[config.mk]
export PLATFORM = sky130hd
export DESIGN_NAME = moving_average_mc
export DESIGN_NICKNAME = d
export VERILOG_FILES = /design/src/rtl/moving_average_mc.sv
export SDC_FILE = /design/constraint.sdc
export NUM_CORES = 2
export LEC_CHECK = 0
export ABC_CLOCK_PERIOD_IN_PS = 21800
export BUFFER_PORTS_ARGS = -buffer_cell sky130_fd_sc_hd__buf_2
export CORE_MARGIN = 2
export CORE_UTILIZATION = 51
export DETAILED_ROUTE_END_ITERATION = 12
export GPL_ROUTABILITY_DRIVEN = 0
export HOLD_SLACK_MARGIN = 0.12
export PLACE_DENSITY = 0.63
export SYNTH_ARGS = -nofsm -noshare
export SYNTH_HDL_FRONTEND = slang
export SYNTH_SLANG_ARGS = --single-unit
[constraint.sdc]
create_clock -name clk -period 21.8 [get_ports clk]
set_input_delay 4.36 -clock clk [delete_from_list [all_inputs] [get_ports clk]]
set_output_delay 4.36 -clock clk [all_outputs]
set_load 0.005 [all_outputs]
[src/rtl/moving_average_mc.sv]
// Multichannel moving-average filter: per-channel block (decimating) or sliding-window
// average over N = 2^log2_n samples, with optional divide-by-N or saturating raw sum.
module moving_average_mc #(
  parameter int DATA_WIDTH = 12,
  parameter int OUT_WIDTH  = 16,
  parameter int NUM_CH     = 2,
  parameter int MAX_LOG2_N = 6,
  parameter int SIGNED     = 0,
  localparam int CH_W      = (NUM_CH > 1) ? $clog2(NUM_CH) : 1
) (
  input  logic                  clk,
  input  logic                  rst,
  input  logic [3:0]            cfg_log2_n,
  input  logic                  cfg_mode,
  input  logic                  cfg_scale,
  input  logic                  cfg_update,
  input  logic                  s_valid,
  output logic                  s_ready,
  input  logic [DATA_WIDTH-1:0] s_data,
  input  logic [CH_W-1:0]       s_chan,
  output logic                  m_valid,
  input  logic                  m_ready,
  output logic [OUT_WIDTH-1:0]  m_data,
  output logic [CH_W-1:0]       m_chan,
  output logic                  sat_flag,
  output logic                  chan_err
);

  localparam int ACC_W = DATA_WIDTH + MAX_LOG2_N;
  localparam int DEPTH = 1 << MAX_LOG2_N;
  localparam int CNT_W = MAX_LOG2_N + 1;
  localparam int WW    = ((ACC_W > OUT_WIDTH) ? ACC_W : OUT_WIDTH) + 1;

  localparam logic [CH_W:0]          NUM_CH_V = (CH_W + 1)'(NUM_CH);
  localparam logic [3:0]             MAX_LG   = 4'(MAX_LOG2_N);
  localparam logic [CNT_W-1:0]       CNT_ONE  = {{(CNT_W - 1){1'b0}}, 1'b1};
  localparam logic signed [WW-1:0]   ONE      = {{(WW - 1){1'b0}}, 1'b1};
  localparam logic signed [WW-1:0]   HI_LIM   = (SIGNED != 0) ? (ONE <<< (OUT_WIDTH - 1)) - ONE
                                                              : (ONE <<< OUT_WIDTH) - ONE;
  localparam logic signed [WW-1:0]   LO_LIM   = (SIGNED != 0) ? -(ONE <<< (OUT_WIDTH - 1)) : '0;

  logic [3:0]            log2_n_q, log2_n_d;
  logic                  mode_q, mode_d;
  logic                  scale_q, scale_d;
  logic [ACC_W-1:0]      acc_q [NUM_CH];
  logic [ACC_W-1:0]      acc_d [NUM_CH];
  logic [CNT_W-1:0]      cnt_q [NUM_CH];
  logic [CNT_W-1:0]      cnt_d [NUM_CH];
  logic [MAX_LOG2_N-1:0] wp_q  [NUM_CH];
  logic [MAX_LOG2_N-1:0] wp_d  [NUM_CH];
  logic [DATA_WIDTH-1:0] ring_q [NUM_CH][DEPTH];
  logic                  m_valid_q, m_valid_d;
  logic [OUT_WIDTH-1:0]  m_data_q, m_data_d;
  logic [CH_W-1:0]       m_chan_q, m_chan_d;
  logic                  sat_q, sat_d;
  logic                  chan_err_q, chan_err_d;

  logic                  accept, chan_ok, full, due, ring_we, clamp_hi, clamp_lo;
  logic [CH_W-1:0]       ch;
  logic [CNT_W-1:0]      n_val, fill_new;
  logic [MAX_LOG2_N-1:0] rd_ptr;
  logic [DATA_WIDTH-1:0] old_raw;
  logic [ACC_W-1:0]      x_ext, old_ext, sum_new;
  logic signed [WW-1:0]  s_w, sel;
  logic [OUT_WIDTH-1:0]  f_out;

  // Handshake: a sample transfers on s_valid && s_ready; the result is held in one output
  // register until m_valid && m_ready, and s_ready never looks at s_valid.
  assign s_ready  = !cfg_update && (!m_valid_q || m_ready);
  assign accept   = s_valid && s_ready;
  assign m_valid  = m_valid_q;
  assign m_data   = m_data_q;
  assign m_chan   = m_chan_q;
  assign sat_flag = sat_q;
  assign chan_err = chan_err_q;

  always_comb begin
    log2_n_d   = log2_n_q;
    mode_d     = mode_q;
    scale_d    = scale_q;
    acc_d      = acc_q;
    cnt_d      = cnt_q;
    wp_d       = wp_q;
    m_valid_d  = m_valid_q;
    m_data_d   = m_data_q;
    m_chan_d   = m_chan_q;
    sat_d      = sat_q;
    chan_err_d = chan_err_q;
    ring_we    = 1'b0;

    chan_ok = ({1'b0, s_chan} < NUM_CH_V);
    ch      = chan_ok ? s_chan : '0;
    n_val   = CNT_ONE << log2_n_q;
    x_ext   = {{MAX_LOG2_N{(SIGNED != 0) && s_data[DATA_WIDTH-1]}}, s_data};
    // cnt doubles as the block counter and the sliding fill level.
    full    = (cnt_q[ch] == n_val);
    rd_ptr  = wp_q[ch] - n_val[MAX_LOG2_N-1:0];
    old_raw = ring_q[ch][rd_ptr];
    old_ext = '0;
    if (mode_q && full) old_ext = {{MAX_LOG2_N{(SIGNED != 0) && old_raw[DATA_WIDTH-1]}}, old_raw};

    sum_new  = acc_q[ch] + x_ext - old_ext;
    fill_new = (mode_q && full) ? n_val : cnt_q[ch] + CNT_ONE;
    due      = (fill_new == n_val);

    s_w      = {{(WW - ACC_W){(SIGNED != 0) && sum_new[ACC_W-1]}}, sum_new};
    sel      = scale_q ? (s_w >>> log2_n_q) : s_w;
    clamp_hi = (sel > HI_LIM);
    clamp_lo = (sel < LO_LIM);
    f_out    = clamp_hi ? HI_LIM[OUT_WIDTH-1:0] : (clamp_lo ? LO_LIM[OUT_WIDTH-1:0] : sel[OUT_WIDTH-1:0]);

    if (m_ready) m_valid_d = 1'b0;

    if (accept) begin
      if (!chan_ok) begin
        chan_err_d = 1'b1;
      end else begin
        if (mode_q) begin
          acc_d[ch] = sum_new;
          cnt_d[ch] = fill_new;
          wp_d[ch]  = wp_q[ch] + 1'b1;
          ring_we   = 1'b1;
        end else if (due) begin
          acc_d[ch] = '0;
          cnt_d[ch] = '0;
        end else begin
          acc_d[ch] = sum_new;
          cnt_d[ch] = fill_new;
        end
        if (due) begin
          m_valid_d = 1'b1;
          m_chan_d  = ch;
          m_data_d  = f_out;
          if (clamp_hi || clamp_lo) sat_d = 1'b1;
        end
      end
    end

    // A pending output survives a config update; only the filter state is flushed.
    if (cfg_update) begin
      log2_n_d   = (cfg_log2_n > MAX_LG) ? MAX_LG : cfg_log2_n;
      mode_d     = cfg_mode;
      scale_d    = cfg_scale;
      sat_d      = 1'b0;
      chan_err_d = 1'b0;
      for (int i = 0; i < NUM_CH; i++) begin
        acc_d[i] = '0;
        cnt_d[i] = '0;
        wp_d[i]  = '0;
      end
    end
  end

  always_ff @(posedge clk or negedge rst) begin
    if (!rst) begin
      log2_n_q   <= '0;
      mode_q     <= 1'b0;
      scale_q    <= 1'b1;
      m_valid_q  <= 1'b0;
      m_data_q   <= '0;
      m_chan_q   <= '0;
      sat_q      <= 1'b0;
      chan_err_q <= 1'b0;
      for (int i = 0; i < NUM_CH; i++) begin
        acc_q[i] <= '0;
        cnt_q[i] <= '0;
        wp_q[i]  <= '0;
      end
    end else begin
      log2_n_q   <= log2_n_d;
      mode_q     <= mode_d;
      scale_q    <= scale_d;
      m_valid_q  <= m_valid_d;
      m_data_q   <= m_data_d;
      m_chan_q   <= m_chan_d;
      sat_q      <= sat_d;
      chan_err_q <= chan_err_d;
      acc_q      <= acc_d;
      cnt_q      <= cnt_d;
      wp_q       <= wp_d;
    end
  end

  // Ring contents need no reset: an entry is only read once the fill level proves it written.
  always_ff @(posedge clk) begin
    if (ring_we) ring_q[ch][wp_q[ch]] <= s_data;
  end

endmodule

**Word level (Yosys, flattened, before mapping)**

Memories as Yosys holds them, arrays and structs flattened.
Index checks and enable logic that the tools add are counted.

- Logic and storage cells: 105
- Memory bits (writable): 1536
- Bits of input ports: 24
- Output and inout port bits: 21
- Flip-flop bits (word level): 87
- Memories kept: 1

Memory list:

| name | depth | bits a word | read ports | clocked after memory_dff | write ports | line | text |
|---|---|---|---|---|---|---|---|
| ring_q | 2 | 768 | 1 | 0 | 1 | 51 | `logic [DATA_WIDTH-1:0] ring_q [NUM_CH][DEPTH];` |

- Equal/unequal tests: 2
- Bitwise operators: 7
- Shift-type cells: 2
- Mux-type cells: 51
- Add/subtract/negate cells: 5
- Reduce and logical (&&, ||, !) cells: 16
- $lt $le $gt $ge: 8

Operators with widths:

| kind | count |
|---|---|
| 768-bit 2-to-1 mux | 1 |
| 36-bit 2-to-1 mux | 4 |
| 12-bit 2-to-1 mux | 7 |
| 12-bit binary-select mux with 6-bit select | 1 |
| 12-bit demux with 6-bit select | 1 |
| 18-bit 2-to-1 mux | 4 |
| 14-bit 2-to-1 mux | 4 |
| 36-bit bitwise AND | 1 |
| 36-bit bitwise mux | 1 |
| 36-bit NOT | 1 |
| 7-bit 2-to-1 mux | 5 |
| 16-bit 2-to-1 mux | 2 |
| 6-bit 2-to-1 mux | 4 |
| 19-bit by 17-bit greater-than comparator with 1-bit output (second input constant) | 1 |
| 19-bit by 1-bit less-than comparator with 1-bit output (second input constant) | 1 |
| 19-bit 2-to-1 mux | 1 |
| 19-bit by 4-bit >>> shifter with 19-bit output | 1 |
| 18-bit by 12-bit adder with 18-bit output | 1 |
| 18-bit demux with 1-bit select | 1 |
| 18-bit subtractor | 1 |
| 14-bit bitwise AND | 1 |
| 14-bit bitwise mux | 1 |
| 7-bit equality test | 2 |
| 7-bit greater-or-equal comparator (second input constant) | 2 |
| 22 further kinds | 42 |

**Longest topological paths before layout**

- Depth in word-level cells: 19
- Gate-level depth with buffers: 33
- Depth with buffers taken out: 25

**Worst setup path after synthesis**

OpenSTA, ideal clock, no wires.

- Path kind: input -> register
- Start: in s_chan
- End: reg m_data_q[9] (netlist: m_data[9])
- Setup time: 0.077 ns
- Data required time: 21.723 ns
- Stages on the path: 29
- Buffers on the path: 10
- Path slack: 9.846 ns
- Arrival: 11.877 ns
- Cell sequence: buf_6 > buf_6 > buf_6 > buf_6 > buf_4 > buf_2 > mux2i_1 > inv_1 > fa_1 > clkbuf_1 > clkbuf_1 > clkbuf_1 > mux4_2 > mux4_2 > mux4_2 > mux2_2 > nand2_1 > fa_1 > ha_1 > clkbuf_1 > and4_1 > and3_1 > a21oi_1 > o21ai_0 > xor2_1 > mux2i_1 > mux4_2 > a211o_1 > a21oi_1

- Cells in the longest elaborated chain, start to end: 16
- Elaborated cells on any way between the ends: 31
- Those cells by class: 4 x add/sub; 2 x order compare; 2 x eq/ne; 1 x shift; 17 x mux; 2 x bitwise; 2 x reduce/logical; 1 x memory

RTL lines:

| what | line | text |
|---|---|---|
| from (decl) | 20 | `input logic [CH_W-1:0] s_chan,` |
| 1-bit NOT with 2-bit output (not written as such) | n/a |  |
| 6-bit 2-to-1 mux (not written as such) (3 in series) | 97 | `rd_ptr = wp_q[ch] - n_val[MAX_LOG2_N-1:0];` |
| 6-bit subtractor | 97 |  |
| 6-bit NOT with 7-bit output (not written as such) | 98 | `old_raw = ring_q[ch][rd_ptr];` |
| 12-bit binary-select mux with 6-bit select | 98 |  |
| 12-bit 2-to-1 mux (not written as such) (2 in series) | 98 |  |
| 12-bit 2-to-1 mux | 100 | `if (mode_q && full) old_ext = {{MAX_LOG2_N{(SIGNED != 0) && old_raw[DATA_WIDTH-1]}}, old_raw};` |
| 18-bit subtractor | 102 | `sum_new = acc_q[ch] + x_ext - old_ext;` |
| 19-bit by 4-bit >>> shifter with 19-bit output | 107 | `sel = scale_q ? (s_w >>> log2_n_q) : s_w;` |
| 19-bit 2-to-1 mux | 107 |  |
| 19-bit by 1-bit less-than comparator with 1-bit output | 109 | `clamp_lo = (sel < LO_LIM);` |
| 16-bit 2-to-1 mux (2 in series) | 110 | `f_out = clamp_hi ? HI_LIM[OUT_WIDTH-1:0] : (clamp_lo ? LO_LIM[OUT_WIDTH-1:0] : sel[OUT_WIDTH-1:0]);` |
| to (signal assigned) | 174 | `m_data_q <= m_data_d;` |
| to (decl) | 53 | `logic [OUT_WIDTH-1:0] m_data_q, m_data_d;` |

Parallel ways exist; a longest one is shown, timed or not. The select of a mux whose other input is x is not followed.
A chain may end at the register's enable or synchronous reset.

**Final worst setup path**

Same ends and word-level chain as after synthesis.

==> impl_metrics.json <==
{
  "status": "complete, no violations",
  "initial_core_util_pct": 51.37,
  "yosysTopAreaCell": "edfxtp_1",
  "core-area_sq_um": 127500,
  "rows": 131,
  "route.detailed.drc": 0,
  "synth_top_family_by_area": "multiplexers",
  "leakagePower_uw": 0.02344,
  "synth.ff_latch_count": 1623,
  "crit_type": "in -> reg",
  "min-delay-start": "acc_q[4]",
  "synth_top_area_share_pct": 70.42,
  "ys_top_cells_by_area": "edfxtp_1, mux4_2, dfrtp_1",
  "cts_tree": "built",
  "post_cts_resized": 0,
  "netlist_area_sq_um": 65500,
  "setup_viol": 0,
  "p_per_area_nw_per_um2": 102.0,
  "dr.pass1.iters": 6,
  "sw_frac_of_total_pct": 26.50,
  "holdBufCountCts": 0,
  "cts_root_buf": "clkbuf_16",
  "grt_antenna_before_repair": 5,
  "cts.sinks": 1623,
  "syn_avg_cell_area_sq_um": 21.20,
  "htree_levels": 4,
  "critPathMaxFanout": 115,
  "dr.first_iter.drc_count": 4212,
  "fin_crit_ps": 13020,
  "combPwrFrac_pct": 17.2,
  "rsz0062_at_grt": "false",
  "wire_per_inst_microns": 31.34,
  "hold_violations": 0,
  "async_reset_ff_share_pct": 5.360,
  "synth_warnings": 0,
  "arrival_ps": 13730,
  "p_switching_uw": 1980,
  "cts.clk_slew.worst_paths_ps": 60,
  "reg2reg_depth": 24,
  "synth_most_common_cell": "edfxtp_1",
  "dpl_worst_slack_ps": 7979,
  "drive_gt1_share_pct": 28.09,
  "synth_fp_nets": 3151,
  "grt_pass1_wl_mm": 229.4,
  "peakVddDrop_v": 0.00009198,
  "reg2reg_slack_ps": 12270,
  "cp_data_required_time_ps": 22510,
  "finalSetupTns_ps": 0,
  "finalNonFillerCells": 5027,
  "skew_ps": 38.22,
  "timing.rr.end": "m_data[9]",
  "worst_slack_ps": 8781,
  "holdWs_ps": 485.9,
  "cp-end-kind": "flop",
  "maxCapViolations": 0,
  "muxShareOfSynthArea_pct": 18.44,
  "synth_edf_count": 1536,
  "ys_seq_area_share_pct": 73.74,
  "p_seq_share_pct": 46.6,
  "nets": 3302,
  "postCtsSetupBuffers": 0,
  "die_w_microns": 362.4,
  "ys_types": 73,
  "whs_path_depth": 2,
  "hold_end": "acc_q[4]",
  "grt_usage_pct": 24.35,
  "grt_pass1_vias": 32180,
  "vias_per_cell": 6.427,
  "synth-adder-area-share_pct": 0.8749,
  "min_path_type": "reg -> reg",
  "cp-start-kind": "input port",
  "rr_startpoint": "log2_n_q[1]",
  "intPower_uw": 5491,
  "clockPowerShare_pct": 36.2,
  "via_count": 32310,
  "port-buffer-count": 43,
  "area_growth_pct": 11.79,
  "synth_simple_gate_area_share_pct": 2.665,
  "overflow": 0,
  "slew_headroom_pct": 10.45,
  "postLayoutCoreUtil_pct": 57.42,
  "grt_max_degree": 139,
  "dp_cells": 4736,
  "timing.fmax_mhz": 76.81,
  "min_period_over_period_pct": 59.72,
  "syn_inst": 3089,
  "clock_latency_ps": 800,
  "worst_pin_slew_ps": 1338,
  "synth-compound-area-share_pct": 2.380,
  "cts_buffer_depth": 3,
  "die_y_microns": 362.4,
  "cts_buffers": 164,
  "yosys.area_share.xor_xnor_pct": 0.5769,
  "synthFlopType": "edfxtp_1",
  "ant_nets": 0,
  "wirelength_mm": 157.6,
  "dieArea_sq_um": 131300,
  "slew_viol_final": 0,
  "post-dp-hpwl_mm": 96.66,
  "synth_common_cells": "edfxtp_1, mux4_2, nor2_1",
  "ios": 45
}
-- metal layers --
layer | global-route usage [%] | vias up | part of all wire (%)
li1 | - | 13220 | -
met1 | 36.42 | 17420 | 43
met2 | 37.56 | 1424 | 47
met3 | 3.770 | 246 | 7.3
met4 | 7.306 | 4 | 2.7
met5 | 0 | - | 0.017
-- power by group through the flow --
stage	Sequential, uW	Clock [uW]	Combinational (uW)
2_1_floorplan	3540	0	839
4_1_cts	3480	2750	1280
3_5_place_dp	3540	0	1270
3_3_place_gp	3540	0	1250
5_1_grt	3480	2870	1380
6_report	3480	2710	1280
-- sequential cells by signal, indices dropped and copies added (netlist names), 4 cells and up --
signal	count
wp_q	12
acc_q	36
cnt_q	14
m_data	16
log2_n_q	4
ring_q	1536
-- cell usage in the layout, fill, tap and decap left out, types with 12 or more instances in the layout --
master,Yosys,final
edfxtp_1,1536,1536
mux4_2,507,507
nor2_1,207,186
clkbuf_16,0,166
buf_4,3,118
dfrtp_1,86,86
nand2_1,84,84
a21oi_1,43,41
o21ai_0,41,41
a22o_1,39,39
clkbuf_1,97,39
clkinv_1,1,36
mux2i_1,32,32
mux2_2,29,29
buf_2,40,29
inv_1,28,28
nand3_1,28,28
ha_1,25,24
nor2_2,2,23
xnor2_1,22,21
a21o_1,20,20
clkinv_2,0,20
a31oi_1,17,17
xor2_1,16,14
a211oi_1,12,12
fa_1,13,12
-- through the flow --
step,cell area [sq um],total power (uW)
after floorplan,65500,4375
after global placement,68070,4791
after detailed placement,68070,4812
after CTS,73220,7506
after global routing,73220,7725
final,73230,7470
-- cell type report --
cell class | instances | area, sq um
well taps | 1662 | 2079
multi-input cells | 1269 | 16470
clock buffers | 208 | 4342
diodes | 1 | 2.502
inverters | 31 | 116.4
fillers | 9215 | 54290
repair buffers | 151 | 1106
flip-flops and latches | 1623 | 48300
clock inverters | 82 | 807.0
-- critical path: stages --
cell	delay, ps
buf_8	490
mux2i_1	750
inv_1	230
fa_4	1300
buf_12	460
mux4_2	420
mux4_2	510
mux4_2	540
mux2i_1	360
nor2b_1	110
ha_1	300
inv_1	70
ha_1	190
inv_1	70
fa_1	450
nand2b_1	190
a21oi_2	310
o211ai_1	220
a211oi_1	750
mux2i_1	240
mux4_2	530
a211o_1	310
a21oi_1	150
-- worst max path at each step --
| stage | from | end | slack, ps |
|---|---|---|---|
| after floorplan | s_chan | m_data[9] | 9850 |
| after global placement | s_chan | m_data[9] | 8170 |
| after detailed placement | s_chan | m_data[9] | 7980 |
| after CTS | s_chan | m_data[9] | 8820 |
| final | s_chan | m_data[9] | 8780 |
| after global routing | s_chan | m_data[9] | 8060 |
-- logic make-up after synthesis --
logic type / after synthesis
buffers and inverters: 197
muxes: 569
AOI/OAI and AO/OA: 225
xor gates and xnor gates: 40
other: 1
DFF: 1623
adders and majority gates: 38
and+or+nand+nor: 396
Note: power is estimated with default switching activity, not from simulation.
